===== src/rtl/mux_2to1_4bit_pkg.sv =====
// Shared definitions for the 2-to-1 nibble multiplexer.
//   DATA_WIDTH : default width of the data words (4 bits).
//   nibble_t   : 4-bit data word type used by the reference configuration.
package mux_2to1_4bit_pkg;

    localparam int unsigned DATA_WIDTH = 4;

    typedef logic [DATA_WIDTH-1:0] nibble_t;

endpackage : mux_2to1_4bit_pkg


===== src/rtl/mux_2to1_core.sv =====
// Parameterized combinational 2-to-1 selector.
// Ports:
//   a   : data word passed through when sel = 0
//   b   : data word passed through when sel = 1
//   sel : select, 0 -> a, 1 -> b
//   out : selected word, bit i taken from bit i of a or b
module mux_2to1_core #(
    parameter int unsigned WIDTH = 4
) (
    input  logic [WIDTH-1:0] a,
    input  logic [WIDTH-1:0] b,
    input  logic             sel,
    output logic [WIDTH-1:0] out
);

    // Pure data-flow assignment: no clock or reset involvement.
    assign out = sel ? b : a;

endmodule : mux_2to1_core


===== src/rtl/mux_2to1_4bit.sv =====
// 2-to-1 multiplexer for data words with a combinational result and a
// one-stage registered copy of that result.
// Ports:
//   clk     : clock, state updates on the rising edge
//   rst     : asynchronous active-high reset (clears out_q and valid_q)
//   a       : data word selected when sel = 0
//   b       : data word selected when sel = 1
//   sel     : select, 0 -> a, 1 -> b
//   out     : combinational mux result, independent of clk and rst
//   out_q   : registered mux result, one cycle behind out
//   valid_q : high once out_q holds a value sampled since reset
module mux_2to1_4bit
    import mux_2to1_4bit_pkg::*;
#(
    parameter int unsigned WIDTH = DATA_WIDTH
) (
    input  logic             clk,
    input  logic             rst,
    input  logic [WIDTH-1:0] a,
    input  logic [WIDTH-1:0] b,
    input  logic             sel,
    output logic [WIDTH-1:0] out,
    output logic [WIDTH-1:0] out_q,
    output logic             valid_q
);

    logic [WIDTH-1:0] mux_out;

    mux_2to1_core #(
        .WIDTH (WIDTH)
    ) u_core (
        .a   (a),
        .b   (b),
        .sel (sel),
        .out (mux_out)
    );

    assign out = mux_out;

    // The register samples the same selector output that drives out, so
    // out_q always equals the value out had just before the edge.
    always_ff @(posedge clk or posedge rst) begin
        if (rst) begin
            out_q   <= '0;
            valid_q <= 1'b0;
        end else begin
            out_q   <= mux_out;
            valid_q <= 1'b1;
        end
    end

endmodule : mux_2to1_4bit


===== config.mk =====
export PLATFORM = sky130hd
export DESIGN_NAME = mux_2to1_4bit
export DESIGN_NICKNAME = d
export VERILOG_FILES = /design/src/rtl/mux_2to1_4bit_pkg.sv /design/src/rtl/mux_2to1_core.sv /design/src/rtl/mux_2to1_4bit.sv
export SDC_FILE = /design/constraint.sdc
export NUM_CORES = 1
export LEC_CHECK = 0
export ABC_AREA = 1
export CAP_MARGIN = 20
export CORE_AREA = 2 2 39 41
export DETAILED_ROUTE_END_ITERATION = 12
export DIE_AREA = 0 0 41 43
export HOLD_SLACK_MARGIN = 0.15
export REMOVE_ABC_BUFFERS = 1
export SLEW_MARGIN = 5
export SYNTH_ARGS = -nofsm -noshare
export SYNTH_HDL_FRONTEND = slang
export SYNTH_SLANG_ARGS = --single-unit
export TNS_END_PERCENT = 20

===== constraint.sdc =====
create_clock -name clk -period 0.8 [get_ports clk]
set_input_delay 0.16 -clock clk [delete_from_list [all_inputs] [get_ports clk]]
set_output_delay 0.16 -clock clk [all_outputs]
set_load 0.01 [all_outputs]

==> impl_metrics.py, run 1 <==
metrics = {
    "setup_path": {
        "cp.arrival_ps": 720,
        "critPathBufInv": 1,
        "critPathTopFamily": "flip-flops",
        "cp_cell_sequence": "buf_6",
        "cp_num_cells": 1,
        "cp_slowest_cell": "dfrtp_1",
        "worstPathRequired_ps": 640,
        "slowest_delay_ps": 370,
        "endpoint_kind": "output pin",
        "crit_type": "reg -> out",
        "critPathLaunchType": "flip-flop",
        "path_max_fanout": 1,
    },
    "logic_synthesis": {
        "netlist_area_um2": 181,
        "postSynthAreaPerCell_um2": 9.07,
        "ys_warn_count": 0,
        "synth-seq-cells": 5,
        "ys_seq_area_share_pct": 69.0,
        "postSynthCellCount": 20,
        "ys_types": 5,
    },
    "timing": {
        "setup_violations": 5,
        "min_period_ps": 880,
        "tns_ps": -364,
        "rsz0062_at_grt": "yes",
        "fmax_mhz": 1140,
        "finalHoldViolCount": 0,
        "worst_slack_ps": -79.7,
        "fin_crit_sh_pct": 110,
        "finalMaxSlewViolations": 0,
    },
    "floorplan": {
        "core_area_um2": 1380,
        "chipWidth_um": 41,
        "die-area_um2": 1760,
        "die_height_um": 43,
        "rows": 14,
        "start_util_pct": 13.1,
        "io_pins": 20,
    },
    "clock_tree": {
        "htree_levels": 1,
        "cts_buffer_depth": 2,
        "numCtsBuffers": 3,
        "cts_sinks": 5,
        "cts_tree": "yes",
        "clk_pin_slew_worst_paths_ps": 40,
        "cts_root_buf": "clkbuf_4",
    },
    "run": {
        "drv_cap": 0,
    },
    "drt": {
        "vias_per_cell": 3.36,
        "vias": 235,
        "wl_um": 495,
        "drc_errors": 0,
        "routedWlPerCell_um": 7.07,
        "firstDrtPassIters": 1,
        "drt_first_iter_violations": 0,
        "ant_nets": 0,
    },
    "power": {
        "intPower_mw": 0.576,
        "p_per_area_nw_per_um2": 1580,
        "power.total_mw": 0.737,
        "ir_drop_v": 0.000346,
        "combinationalPowerShare_pct": 25.0,
        "p_sw_share_pct": 21.9,
        "leakage_nw": 0.262,
        "clkPwrFrac_pct": 37.6,
        "power.switching_mw": 0.161,
        "p_seq_share_pct": 37.4,
    },
    "place": {
        "portBuffers": 19,
        "routabilityCongestion": 0.605,
        "dp.cells": 59,
        "place_hpwl_um": 397,
    },
    "global_routing": {
        "grt_pass1_wl_um": 765,
        "grt_remaining_overflow": 0,
        "grt_pass1_vias": 212,
        "grt_antenna_before_repair": 0,
        "track_usage_pct": 7.45,
        "grt_max_degree": 6,
    },
    "final_layout": {
        "syn2layout_area_growth_pct": 157,
        "final_common_cell": "nand2_1",
        "postLayoutCoreUtil_pct": 33.6,
        "drive_gt1_share_pct": 46.3,
        "num_antenna_cells": 0,
        "layout_common_cells": "12 x nand2_1, 11 x buf_4, 8 x clkdlybuf4s15_1, 8 x buf_2, 5 x dfrtp_1",
        "nNetsFinal": 66,
        "fin_cells": 70,
        "fillers": 158,
    },
    "outcome": {
        "violations": "setup timing",
        "status": "finished with violations",
    },
    "min_path": {
        "hold_path_class": "in -> async",
    },
}
-- layout make-up --
| cell class | count | area (um2) | share of cell area, % |
|---|---|---|---|
| multi-input cells | 13 | 48.8 | 10.5 |
| flip-flops and latches | 5 | 125 | 26.9 |
| clock buffers | 4 | 26.3 | 5.65 |
| inverters | 2 | 10.0 | 2.15 |
| well taps | 16 | 20.0 | 4.30 |
| repair buffers | 30 | 235 | 50.5 |
-- layer usage --
layer	vias up	global-route usage, %	routed length (um)
li1	125	-	-
met1	93	5.84	152
met2	15	10.0	262
met3	2	1.57	60
met4	0	14.0	19
met5	-	0	0
-- stage by stage --
| step | setup WS, ps | cell area, um2 | hold slack [ps] |
|---|---|---|---|
| 6_report | -79.7 | 465 | 120 |
| 5_1_grt | -109 | 465 | 139 |
| 4_1_cts | -96.7 | 450 | 116 |
| 3_5_place_dp | -808 | 422 | 366 |
| 3_3_place_gp | -800 | 422 | 366 |
| 2_1_floorplan | 264 | 181 | -61.5 |
-- power groups by stage --
stage | clock (mW) | combinational, mW | sequential (mW)
final | 0.277 | 0.184 | 0.276
after global placement | 0 | 0.185 | 0.279
after global routing | 0.316 | 0.201 | 0.277
after floorplan | 0 | 0.0332 | 0.290
after CTS | 0.297 | 0.180 | 0.275
after detailed placement | 0 | 0.187 | 0.280
-- synthesized netlist by cell type --
master,instances,area (um2)
inv_2,1,3.75
inv_1,1,3.75
conb_1,1,3.75
dfrtp_1,5,125
nand2_1,12,45.0
-- worst paths after layout --
check                           end  slack [ps]     from
worst max-delay path        valid_q         -80  valid_q
worst min-delay path       out_q[0]         120      rst
max in group asynchronous   valid_q         520      rst
min in group clk           out_q[2]         340      sel
-- cell families (layout without fill, tap and decap cells) --
family / Yosys count / in the layout / synth area share, %
other: 1 / 1 / 2.07
and+or+nand+nor: 12 / 12 / 24.8
buffers and inverters: 2 / 36 / 4.13
DFF: 5 / 5 / 69.0
-- flip-flops by register name, indices dropped and copies added (netlist names) --
name	cells
valid_q	1
out_q	4
-- what timing repair did --
action,in CTS,in global routing
pin swaps,7,3
endpoints found under the hold margin,5,5
gates resized for setup,55,5
setup buffers,7,0
setup endpoints to repair,13,10
No activity file was read; power rests on OpenSTA's default activity.
==> run 2, diff against run 1 <==
--- a/config.mk
+++ b/config.mk
@@ -10,2 +10,3 @@
 export CORE_AREA = 2 2 39 41
+export CTS_CLUSTER_DIAMETER = 30
 export DETAILED_ROUTE_END_ITERATION = 12
==> constraint.sdc (replaced) <==
create_clock -name clk -period 0.8 [get_ports clk]
set_input_delay 0.2 -clock clk [delete_from_list [all_inputs] [get_ports clk]]
set_output_delay 0.2 -clock clk [all_outputs]
set_load 0.01 [all_outputs]
==> run 2 against run 1 <==
Effect of this change:
- highest routed layer unchanged
- the run still ends with setup timing left
- sequential share of layout area rose by 1.1 points
- clock-buffer cell count stayed put
- clock power increased by 2%
- wire length is 12% higher
- cell count fell by 1.4%
- sequential power hardly changed
==> impl_metrics.py, run 2 (same netlist as run 1, synthesis figures left out) <==
metrics = {
    "global_routing": {
        "grt_pass1_wl_um": 855,
        "grt_max_degree": 6,
        "grt_pass1_vias": 221,
        "track_usage_pct": 8.57,
        "grt_remaining_overflow": 0,
        "grt_antenna_before_repair": 0,
    },
    "drt": {
        "ant_nets": 0,
        "routedWlPerCell_um": 8.03,
        "drc_errors": 0,
        "drt_first_iter_violations": 0,
        "wl_um": 554,
        "firstDrtPassIters": 1,
        "vias": 234,
        "vias_per_cell": 3.39,
    },
    "final_layout": {
        "syn2layout_area_growth_pct": 147,
        "largest_reg_flops": 4,
        "ff_latch_area_um2": 125,
        "layout_common_cells": "12 x buf_2, 10 x nand2_1, 9 x buf_4",
        "num_antenna_cells": 0,
        "final_common_cell": "buf_2",
        "postLayoutCoreUtil_pct": 32.4,
        "nNetsFinal": 65,
        "top_register": "out_q",
        "fillers": 154,
        "multiInputGateArea_um2": 53.8,
        "reg_top3": "out_q x4, valid_q x1",
        "drive_gt1_share_pct": 58.5,
        "fin_cells": 69,
    },
    "clock_tree": {
        "htree_levels": 1,
        "cts_root_buf": "clkbuf_4",
        "cts_buffer_depth": 2,
        "clk_pin_slew_worst_paths_ps": 40,
        "cts_sinks": 5,
        "numCtsBuffers": 3,
        "cts_tree": "yes",
    },
    "place": {
        "portBuffers": 19,
        "place_hpwl_um": 410,
        "dp.cells": 59,
        "routabilityCongestion": 0.707,
    },
    "timing": {
        "fin_crit_sh_pct": 115,
        "tns_ps": -611,
        "rsz0062_at_grt": "yes",
        "worst_slack_ps": -122,
        "finalMaxSlewViolations": 0,
        "holdWs_ps": 158,
        "finalHoldViolCount": 0,
        "setup_violations": 9,
        "min_period_ps": 922,
        "fmax_mhz": 1080,
    },
    "floorplan": {
        "core_area_um2": 1380,
        "rows": 14,
        "chipWidth_um": 41,
        "die-area_um2": 1760,
        "die_height_um": 43,
        "io_pins": 20,
        "start_util_pct": 13.1,
    },
    "power": {
        "intPower_mw": 0.571,
        "leakage_nw": 0.257,
        "combinationalPowerShare_pct": 24.8,
        "clkPwrFrac_pct": 38.0,
        "p_seq_share_pct": 37.2,
        "power.switching_mw": 0.172,
        "p_per_area_nw_per_um2": 1660,
        "p_sw_share_pct": 23.1,
        "power.total_mw": 0.743,
        "ir_drop_v": 0.000434,
    },
    "setup_path": {
        "slowest_delay_ps": 370,
        "path_max_fanout": 1,
        "cp_num_cells": 1,
        "cp.arrival_ps": 720,
        "crit_type": "reg -> out",
        "critPathBufInv": 1,
        "critPathTopFamily": "flip-flops",
        "worstPathRequired_ps": 600,
        "cp-endpoint": "valid_q",
        "critical_path.startpoint": "valid_q",
        "endpoint_kind": "output pin",
        "critPathLaunchType": "flip-flop",
        "cp_slowest_cell": "dfrtp_1",
        "cp_cell_sequence": "buf_6",
    },
    "run": {
        "drv_cap": 0,
    },
    "outcome": {
        "violations": "setup timing",
        "status": "finished with violations",
    },
    "min_path": {
        "hold_path_class": "in -> async",
    },
}
## run 2: cell count changes in the layout (fill, tap and decap cells not counted)
cell	delta
clkdlybuf4s15_1	-5
buf_2	+4
buf_4	-2
nand2_1	-2
nand2_2	+2
buf_8	+1
clkbuf_2	+1
inv_4	-1
inv_6	+1
## run 2: routing by layer
layer	share of wire [%]	up-vias	wire (um)	track usage, %
met2	55	15	304	12.2
met4	3.4	0	19	14.0
met3	11	2	63	3.14
met1	30	96	166	6.19
met5	0	-	0	0
li1	-	121	-	-
## run 2: how the worst min path moves through the flow
stage | start | to | cells past startpoint
after floorplan | rst | out_q[0] | 1
after global placement | rst | out_q[3] | 2
after detailed placement | rst | out_q[0] | 2
after CTS | rst | out_q[0] | 2
after global routing | rst | out_q[0] | 2
final | rst | out_q[0] | 2
## run 2: cell type report
| cell class | count | share of cell area (%) |
|---|---|---|
| Timing Repair Buffer | 29 | 46.9 |
| Clock buffer | 4 | 5.87 |
| Sequential cell | 5 | 27.9 |
| Tap cell | 16 | 4.47 |
| Inverter | 2 | 2.79 |
| Multi-Input combinational cell | 13 | 12.0 |
## run 2: what timing repair did
item                                    CTS  global route
resized for setup                        64             6
buffers inserted                          6             0
pin swaps                                11             3
endpoints found under the setup margin   13            10
endpoints found under the hold margin     0             0
hold buffers                              0             0
## run 2: per-stage QoR
| stage | worst slack (ps) | instance area [um2] |
|---|---|---|
| 2_1_floorplan | 209 | 181 |
| 3_3_place_gp | -842 | 422 |
| 3_5_place_dp | -880 | 422 |
| 4_1_cts | -137 | 435 |
| 5_1_grt | -159 | 448 |
| 6_report | -122 | 448 |
## run 2: power by group through the flow
stage               combinational, mW  clock [mW]  sequential [mW]
floorplan                      0.0332           0            0.290
global placement                0.186           0            0.279
detailed placement              0.187           0            0.280
CTS                             0.176       0.299            0.276
global route                    0.200       0.326            0.277
finish                          0.184       0.283            0.276
==> run 3, diff against run 2 <==
ABC_CLOCK_PERIOD_IN_PS = 800   (was not set)
==> results of run 3 <==
No change in the layout: final DEF, timing and power equal those of run 2.
